==> src/rtl/if_fetch_stage_if.sv <==
// Instruction-memory request/acknowledge bus between the IF stage and instruction memory.
// The fetch stage is the master; memory is the slave.
interface if_fetch_stage_if #(
   parameter int unsigned ADDR_WIDTH = 32,
   parameter int unsigned DATA_WIDTH = 32
);
   logic                  req;
   logic [ADDR_WIDTH-1:0] addr;
   logic                  ack;
   logic [DATA_WIDTH-1:0] rdata;

   modport master (output req, output addr, input ack, input rdata);
   modport slave  (input req, input addr, output ack, output rdata);
endinterface

==> src/rtl/if_fetch_stage.sv <==
// IF-stage fetch control: req/ack handshake with instruction memory, PC write enable and
// the IF/ID pipeline register, with a one-entry skid buffer for data acked under stall.
module if_fetch_stage #(
   parameter int unsigned          ADDR_WIDTH = 32,
   parameter int unsigned          DATA_WIDTH = 32,
   parameter int unsigned          PC_INCR    = 4,
   parameter logic [DATA_WIDTH-1:0] NOP_INSTR = '0
) (
   input  logic                  clock,
   input  logic                  reset,
   input  logic [ADDR_WIDTH-1:0] pc_in,
   output logic                  pc_write,
   if_fetch_stage_if.master      imem,
   input  logic                  stall,
   input  logic                  flush,
   output logic                  if_id_valid,
   output logic [DATA_WIDTH-1:0] if_id_instr,
   output logic [ADDR_WIDTH-1:0] if_id_pc_plus4
);

   typedef enum logic [1:0] {StIdle, StFetch, StHold, StDrain} state_e;

   state_e                state_q, state_d;
   logic [ADDR_WIDTH-1:0] addr_q;
   logic                  skid_valid_q, skid_valid_d;
   logic [DATA_WIDTH-1:0] skid_instr_q, skid_instr_d;
   logic [ADDR_WIDTH-1:0] skid_pc4_q, skid_pc4_d;
   logic                  valid_q, valid_d;
   logic [DATA_WIDTH-1:0] instr_q, instr_d;
   logic [ADDR_WIDTH-1:0] pc4_q, pc4_d;
   logic [ADDR_WIDTH-1:0] pc_plus;

   assign pc_plus = pc_in + ADDR_WIDTH'(PC_INCR);

   always_comb begin
      state_d      = state_q;
      pc_write     = 1'b0;
      imem.req     = 1'b0;
      imem.addr    = pc_in;
      skid_valid_d = skid_valid_q;
      skid_instr_d = skid_instr_q;
      skid_pc4_d   = skid_pc4_q;
      valid_d      = valid_q;
      instr_d      = instr_q;
      pc4_d        = pc4_q;

      unique case (state_q)
         StIdle: begin
            state_d = StFetch;
            if (!stall) begin
               valid_d = 1'b0;
               instr_d = NOP_INSTR;
            end
         end
         StFetch: begin
            imem.req = 1'b1;
            if (flush) begin
               // An unacked request must still complete; its data is dropped in StDrain.
               if (!imem.ack) state_d = StDrain;
            end else if (imem.ack && !stall) begin
               pc_write = 1'b1;
               valid_d  = 1'b1;
               instr_d  = imem.rdata;
               pc4_d    = pc_plus;
            end else if (imem.ack) begin
               skid_valid_d = 1'b1;
               skid_instr_d = imem.rdata;
               skid_pc4_d   = pc_plus;
               state_d      = StHold;
            end else if (!stall) begin
               valid_d = 1'b0;
               instr_d = NOP_INSTR;
            end
         end
         StHold: begin
            if (flush) begin
               state_d = StFetch;
            end else if (!stall) begin
               pc_write     = 1'b1;
               valid_d      = skid_valid_q;
               instr_d      = skid_instr_q;
               pc4_d        = skid_pc4_q;
               skid_valid_d = 1'b0;
               state_d      = StFetch;
            end
         end
         StDrain: begin
            imem.req  = 1'b1;
            imem.addr = addr_q;
            if (!flush) begin
               if (imem.ack) state_d = StFetch;
               if (!stall) begin
                  valid_d = 1'b0;
                  instr_d = NOP_INSTR;
               end
            end
         end
         default: state_d = StIdle;
      endcase

      // Redirect wins over stall and ack: advance the PC to the target and insert a bubble.
      if (flush) begin
         pc_write     = 1'b1;
         valid_d      = 1'b0;
         instr_d      = NOP_INSTR;
         skid_valid_d = 1'b0;
      end
   end

   always_ff @(posedge clock or negedge reset) begin
      if (!reset) begin
         state_q      <= StIdle;
         addr_q       <= '0;
         skid_valid_q <= 1'b0;
         skid_instr_q <= NOP_INSTR;
         skid_pc4_q   <= '0;
         valid_q      <= 1'b0;
         instr_q      <= NOP_INSTR;
         pc4_q        <= '0;
      end else begin
         state_q      <= state_d;
         if (state_q == StFetch) addr_q <= pc_in;
         skid_valid_q <= skid_valid_d;
         skid_instr_q <= skid_instr_d;
         skid_pc4_q   <= skid_pc4_d;
         valid_q      <= valid_d;
         instr_q      <= instr_d;
         pc4_q        <= pc4_d;
      end
   end

   assign if_id_valid    = valid_q;
   assign if_id_instr    = instr_q;
   assign if_id_pc_plus4 = pc4_q;

endmodule

==> src/flat_wrapper.sv <==
// flat-port wrapper written by rule: the top's interface ports become plain ports
module if_fetch_stage_flat 
#(
   parameter int unsigned          ADDR_WIDTH = 32,
   parameter int unsigned          DATA_WIDTH = 32,
   parameter int unsigned          PC_INCR    = 4,
   parameter logic [DATA_WIDTH-1:0] NOP_INSTR = '0
)
  (clock, reset, pc_in, pc_write, stall, flush, if_id_valid, if_id_instr, if_id_pc_plus4, imem_req, imem_addr, imem_ack, imem_rdata);
  if_fetch_stage_if #(.ADDR_WIDTH(ADDR_WIDTH), .DATA_WIDTH(DATA_WIDTH)) imem_i ();
  input  logic clock;
  input  logic reset;
  input  logic [ADDR_WIDTH-1:0] pc_in;
  output logic pc_write;
  input  logic stall;
  input  logic flush;
  output logic if_id_valid;
  output logic [DATA_WIDTH-1:0] if_id_instr;
  output logic [ADDR_WIDTH-1:0] if_id_pc_plus4;
  output wire logic [$bits(imem_i.req)-1:0] imem_req;
  output wire logic [$bits(imem_i.addr)-1:0] imem_addr;
  input wire logic [$bits(imem_i.ack)-1:0] imem_ack;
  input wire logic [$bits(imem_i.rdata)-1:0] imem_rdata;
  assign imem_req = imem_i.req;
  assign imem_addr = imem_i.addr;
  assign imem_i.ack = imem_ack;
  assign imem_i.rdata = imem_rdata;
  if_fetch_stage #(.ADDR_WIDTH(ADDR_WIDTH), .DATA_WIDTH(DATA_WIDTH), .PC_INCR(PC_INCR), .NOP_INSTR(NOP_INSTR)) u_core (.clock(clock), .reset(reset), .pc_in(pc_in), .pc_write(pc_write), .imem(imem_i), .stall(stall), .flush(flush), .if_id_valid(if_id_valid), .if_id_instr(if_id_instr), .if_id_pc_plus4(if_id_pc_plus4));
endmodule
==> config.mk <==
export PLATFORM = sky130hd
export DESIGN_NAME = if_fetch_stage_flat
export DESIGN_NICKNAME = d
export VERILOG_FILES = /design/src/rtl/if_fetch_stage_if.sv /design/src/rtl/if_fetch_stage.sv /design/src/flat_wrapper.sv
export SDC_FILE = /design/constraint.sdc
export NUM_CORES = 1
export LEC_CHECK = 0
export CAP_MARGIN = 10
export CORE_ASPECT_RATIO = 0.7
export CORE_MARGIN = 4
export CORE_UTILIZATION = 35
export DETAILED_ROUTE_END_ITERATION = 8
export PLACE_DENSITY_LB_ADDON = 0.3
export SYNTH_ARGS = -nofsm -noshare
export SYNTH_HDL_FRONTEND = slang
export SYNTH_SLANG_ARGS = --single-unit
==> constraint.sdc <==
create_clock -name clock -period 3.45 [get_ports clock]
set_clock_uncertainty 0.15 [all_clocks]
set_input_delay 0.5175 -clock clock [delete_from_list [all_inputs] [get_ports clock]]
set_output_delay 0.5175 -clock clock [all_outputs]
set_load 0.02 [all_outputs]
==> run summary, run 1 <==
Yosys warning count: 0
Hold Path Class: reg2reg
Mapped Cells: 754
Core ar.: 22010 um2
Fin cells: 1219
Via count: 6364
Area of the multi-input gates: 3592 um2
Hold Violations, Final: 0
Final setup violation count: 0
DRC viols: 0
Crit path kind: reg2out
Syn_nets: 828
Layout cells sized above 1: 0.1860
Post-synth EDFFs: 0
# port buffers: 167
Pre-antenna DRT Iters: 5
Syn Std Cell Area: 7950 um2
Worst-path clk slew: 0.06 ns
Clock Power Share: 0.207
Worst r2r dst: u_core.if_id_pc_plus4[21]
HPWL after DPL: 14.34 mm
Fmax: 321.2 MHz
Ant. Diodes: 0
R2R cell count: 7
Die Ht: 134.1 um
Hold WS: 0.3275 ns
Sequential share of power: 0.370
Initial antenna violation count: 0
Unrepaired setup endpoints after global routing: false
GP Congestion: 0.8141
Fin util: 0.4797
Total CTS buffers: 17
Synth top cells by count: dfrtp_1, mux2_2, nand2_1
Avg WL per Cell: 17.55 um
Max VDD drop: 446.3 uV
Status: complete, no violations
Die ar.: 25230 um2
H-tree depth: 4
GRT Total Usage: 0.1707
Setup slack on the worst flop-to-flop path: 0.88 ns
Most frequent cell after synthesis: dfrtp_1
Post-Place Cells: 1187
Power Internal: 5572 uW
Setup TNS: 0 ns
Avg Synthesized Cell Area: 10.54 um2
Row count: 45
Number of DRC markers in iteration 0: 465
FF+latch area: 4104 um2
Largest net degree at the start of global routing: 94
Hold Path Sink: u_core.skid_pc4_q[31]
Reg2reg start: u_core.state_q[0]
Leak pwr: 0.004291 uW
Post-CTS Resized: 0
Post-CTS Hold Fix Bufs: 1
Clock root cell: clkbuf_16
Initial Util: 0.3611
Yosys top cell by area: dfrtp_1
Global-route wire length before repair: 34.85 mm
GRT overflow: 0
Worst slack, placed: 0.4347 ns
Detail-routed via count per cell: 5.221
Seq/Total Area, Yosys: 0.5162
Synth unique cells: 44
Logic gate share of total power: 0.423
Share of synthesized registers carrying an async set or reset: 1.000
Layout overhead on the synthesized area: 32.83%
Clock Path Buffers: 2
Top_reg_cell synth: dfrtp_1
HP Start: u_core.skid_pc4_q[31]
Worst EP arrival: 2.45 ns
Slew Limit Headroom: 0.5923
I/O pin cnt: 168
Clock tree sinks: 164
Clk_lat worst skew: 0.42 ns
Die X: 188.1 um
Top post-synthesis cells by area: dfrtp_1, mux2_2, o21ai_0
# Post-CTS Setup Buffers: 0
CP endpoint kind: primary output
Post-route ant nets: 0
Max-slew violations: 0
Seq cells post-synth: 164
Crit path required time: 2.78 ns
Vias in the first global route: 6310
Final nets: 976
Post-synth top area share: 0.5162
Power per standard cell area: 825.5 nW/um2
NetSw: 3146 uW
Minimum clock period: 3.113 ns
Crit-path max FO: 14
WHS Path Cells: 2
Total Wirelength: 21.39 mm
Fill cell count: 2003
Max Cap Viol: 0
Worst setup slack after layout: 0.3371 ns
Least-Margin Pin Slew: 0.6116 ns
Worst setup SP type: flip-flop
CTS tree: yes
Sw Ratio: 0.3609
Tcrit/Tclk final: 0.9023
kinds of logic (layout without fill, tap and decap cells):
| kind of cell | after synthesis | count (layout) | share of synthesized area |
|---|---|---|---|
| AOI/OAI and AO/OA | 201 | 201 | 0.1583 |
| xor gates and xnor gates | 24 | 24 | 0.02644 |
| adders and majority gates | 5 | 5 | 0.007869 |
| buffers and inverters | 72 | 232 | 0.03604 |
| DFF | 164 | 164 | 0.5162 |
| muxes | 105 | 105 | 0.1481 |
| and+or+nand+nor | 183 | 183 | 0.1070 |
worst max-delay path by stage:
stage	start	end	slack, ns
after floorplan	u_core.state_q[1]	pc_write	0.85
after global placement	imem_ack	pc_write	0.49
after detailed placement	pc_in[2]	u_core.if_id_pc_plus4[27]	0.43
after CTS	u_core.state_q[1]	pc_write	0.33
after global routing	u_core.state_q[1]	pc_write	0.22
final	u_core.state_q[1]	pc_write	0.34
stage by stage:
| step | instance area [um2] | power, uW |
|---|---|---|
| 2_1_floorplan | 7950 | 5405 |
| 3_3_place_gp | 10000 | 6895 |
| 3_5_place_dp | 10000 | 6972 |
| 4_1_cts | 10560 | 8815 |
| 5_1_grt | 10560 | 9265 |
| 6_report | 10560 | 8718 |
power by group through the flow:
stage	sequential (uW)	clock, uW	combinational (uW)
CTS	3230	1850	3730
finish	3230	1800	3690
detailed placement	3250	0	3720
global placement	3230	0	3670
global route	3330	1930	4000
floorplan	3440	0	1960
state kept, by name (all words and copies together), names as in the netlist:
signal and count:
u_core.if_id_instr 32, u_core.addr_q 32, u_core.skid_instr_q 32, u_core.if_id_pc_plus4 32, u_core.skid_valid_q 1, u_core.skid_pc4_q 32, u_core.state_q 2, u_core.if_id_valid 1
worst max-delay path: stages (launching register included):
cell and delay [ns]:
dfrtp_1 0.43, inv_1 0.10, ha_2 0.43, a21oi_1 0.12, o31ai_1 0.27, clkdlybuf4s50_1 0.68
cell type report:
cell class	instances	share of cell area
tap	305	0.03614
sequential	164	0.3886
clock buffer	19	0.04289
inverter	13	0.004621
multi-input combinational	518	0.3402
clock inverter	12	0.009242
timing repair buffer	188	0.1783
metal layers:
metal / vias to the layer above / track usage / wire [um]
met5: - / 0 / 0
met4: 0 / 0.03464 / 112
li1: 3013 / - / -
met2: 170 / 0.2502 / 9368
met1: 3171 / 0.2583 / 10810
met3: 10 / 0.04032 / 1098
cell usage in the layout (no fill, tap or decap), drive strengths merged, types with 2 or more instances in the layout:
cell type      count
a21oi             25
a22oi             32
a2bb2oi           33
and3               6
and4               2
buf               21
clkbuf            19
clkdlybuf4s50    166
clkinv             2
clkinvlp           4
dfrtp            164
ha                 5
inv               19
mux2             101
mux2i              4
nand2             91
nand3             19
nand4             11
nor2              22
nor3              16
nor4               6
o211ai             3
o21ai             89
o22ai             10
o31a               2
o31ai              3
or2                3
or4                2
xnor2             14
xor2              10
(Power assumes the default switching activity.)
==> run 2: changes to the inputs <==
==> constraint.sdc (replaced) <==
create_clock -name clock -period 3.45 [get_ports clock]
set_clock_uncertainty 0.15 [all_clocks]
set_input_delay 0.8625 -clock clock [delete_from_list [all_inputs] [get_ports clock]]
set_output_delay 0.8625 -clock clock [all_outputs]
set_load 0.02 [all_outputs]
==> run summary, run 2 (same netlist as run 1, synthesis figures left out) <==
Clock Path Buffers: 2
Row count: 45
Max Cap Viol: 0
Final nets: 1004
Sequential share of power: 0.365
Setup slack on the worst flop-to-flop path: 0.57 ns
Fill cell count: 1970
Initial Util: 0.3611
Design Area, Final: 10840 um2
Pre-antenna DRT Iters: 5
Vias in the first global route: 6281
Least-Margin Pin Slew: 0.6645 ns
Number of DRC markers in iteration 0: 371
# port buffers: 167
Tcrit/Tclk final: 0.9672
Setup TNS: 0 ns
HPWL after DPL: 14.61 mm
Hold WS: 0.2896 ns
Largest net degree at the start of global routing: 67
Fin util: 0.4924
Crit path required time: 2.44 ns
Power per standard cell area: 817.2 nW/um2
CP endpoint kind: primary output
Status: complete, no violations
Commonest non-fill, non-tap cells in the layout: clkdlybuf4s50_1, dfrtp_1, mux2_2, nand2_1, o21ai_0
Cell Area, Placed: 10240 um2
Worst slack, placed: 0.1149 ns
Clock root cell: clkbuf_16
Hold Path Class: in2async
GRT Total Usage: 0.1718
Core ar.: 22010 um2
Post-CTS Hold Fix Bufs: 0
Detail-routed via count per cell: 5.207
Worst-path clk slew: 0.07 ns
Layout overhead on the synthesized area: 36.34%
Die Ht: 134.1 um
Layout cells sized above 1: 0.2121
Via count: 6498
Power Internal: 5691 uW
Crit-path max FO: 8
Initial antenna violation count: 0
Logic gate share of total power: 0.422
DRC viols: 0
Max VDD drop: 442.3 uV
Worst EP arrival: 2.32 ns
Most common cell after layout, fill and taps aside: clkdlybuf4s50_1
Clock Power Share: 0.213
CTS tree: yes
Total Wirelength: 21.51 mm
GP Congestion: 0.8207
Leak pwr: 0.004460 uW
H-tree depth: 4
Final setup violation count: 0
Fmax: 299.7 MHz
Clk_lat worst skew: 0.42 ns
Total CTS buffers: 17
R2R cell count: 9
Worst setup slack after layout: 0.1131 ns
Avg WL per Cell: 17.23 um
Minimum clock period: 3.337 ns
Worst setup SP type: primary input
Ant. Diodes: 0
Post-route ant nets: 0
Sw Ratio: 0.3576
Hold Violations, Final: 0
Slew Limit Headroom: 0.5570
Clock tree sinks: 164
I/O pin cnt: 168
Die X: 188.1 um
NetSw: 3167 uW
GRT overflow: 0
Unrepaired setup endpoints after global routing: false
Max-slew violations: 0
Global-route wire length before repair: 34.98 mm
Die ar.: 25230 um2
Worst r2r dst: u_core.if_id_instr[18]
Crit path kind: in2out
Reg2reg start: u_core.state_q[0]
==> run 2: cell types whose count changed in the layout (fill, tap and decap cells not counted), sizes merged <==
cell,before,now
bufinv,0,1
clkinv,2,5
dlygate4sd3,1,0
buf,21,50
inv,19,18
clkbuf,19,20
clkinvlp,4,1
==> run 2: per-stage QoR <==
| stage | std cells | power, uW |
|---|---|---|
| finish | 1248 | 8858 |
| global route | 1248 | 9409 |
| CTS | 1248 | 8932 |
| detailed placement | 1216 | 7007 |
| global placement | 1216 | 6933 |
| floorplan | 754 | 5405 |
==> run 2: metal layers <==
metal	up-vias	global-route usage	wire length [um]
li1	3082	-	-
met1	3215	0.2639	10830
met2	185	0.2470	9281
met3	16	0.03382	1145
met4	0	0.04523	255
met5	-	0	0
==> run 2: worst max path at each step <==
stage | startpoint | end | cells past startpoint
after floorplan | u_core.state_q[1] | pc_write | 6
after global placement | pc_in[2] | imem_addr[2] | 3
after detailed placement | pc_in[2] | imem_addr[2] | 3
after CTS | u_core.state_q[0] | imem_addr[24] | 4
after global routing | pc_in[2] | imem_addr[2] | 3
final | pc_in[2] | imem_addr[2] | 3
==> run 2: final cells by class <==
type	instances	area, um2	area share
clock buffers	20	456.7	0.04213
clock inverters	12	118.9	0.01097
well taps	305	381.6	0.03521
inverters	13	48.80	0.004502
repair buffers	216	2116	0.1952
multi-input cells	518	3612	0.3333
flip-flops and latches	164	4105	0.3787
==> run 2: critical path, cell delays in order <==
cell and delay, ns:
clkdlybuf4s50_1 0.66, mux2_2 0.21, clkdlybuf4s50_1 0.59
==> run 2: timing repair <==
| action | CTS | global route |
|---|---|---|
| gates resized for setup | 0 | 3 |
| endpoints found under the setup margin | 0 | 22 |
| setup buffers | 0 | 0 |
==> run 2: power groups by stage <==
stage | combinational (uW) | clock (uW) | sequential, uW
2_1_floorplan | 1960 | 0 | 3440
3_3_place_gp | 3710 | 0 | 3230
3_5_place_dp | 3750 | 0 | 3250
4_1_cts | 3760 | 1940 | 3230
5_1_grt | 4060 | 2010 | 3340
6_report | 3740 | 1890 | 3240
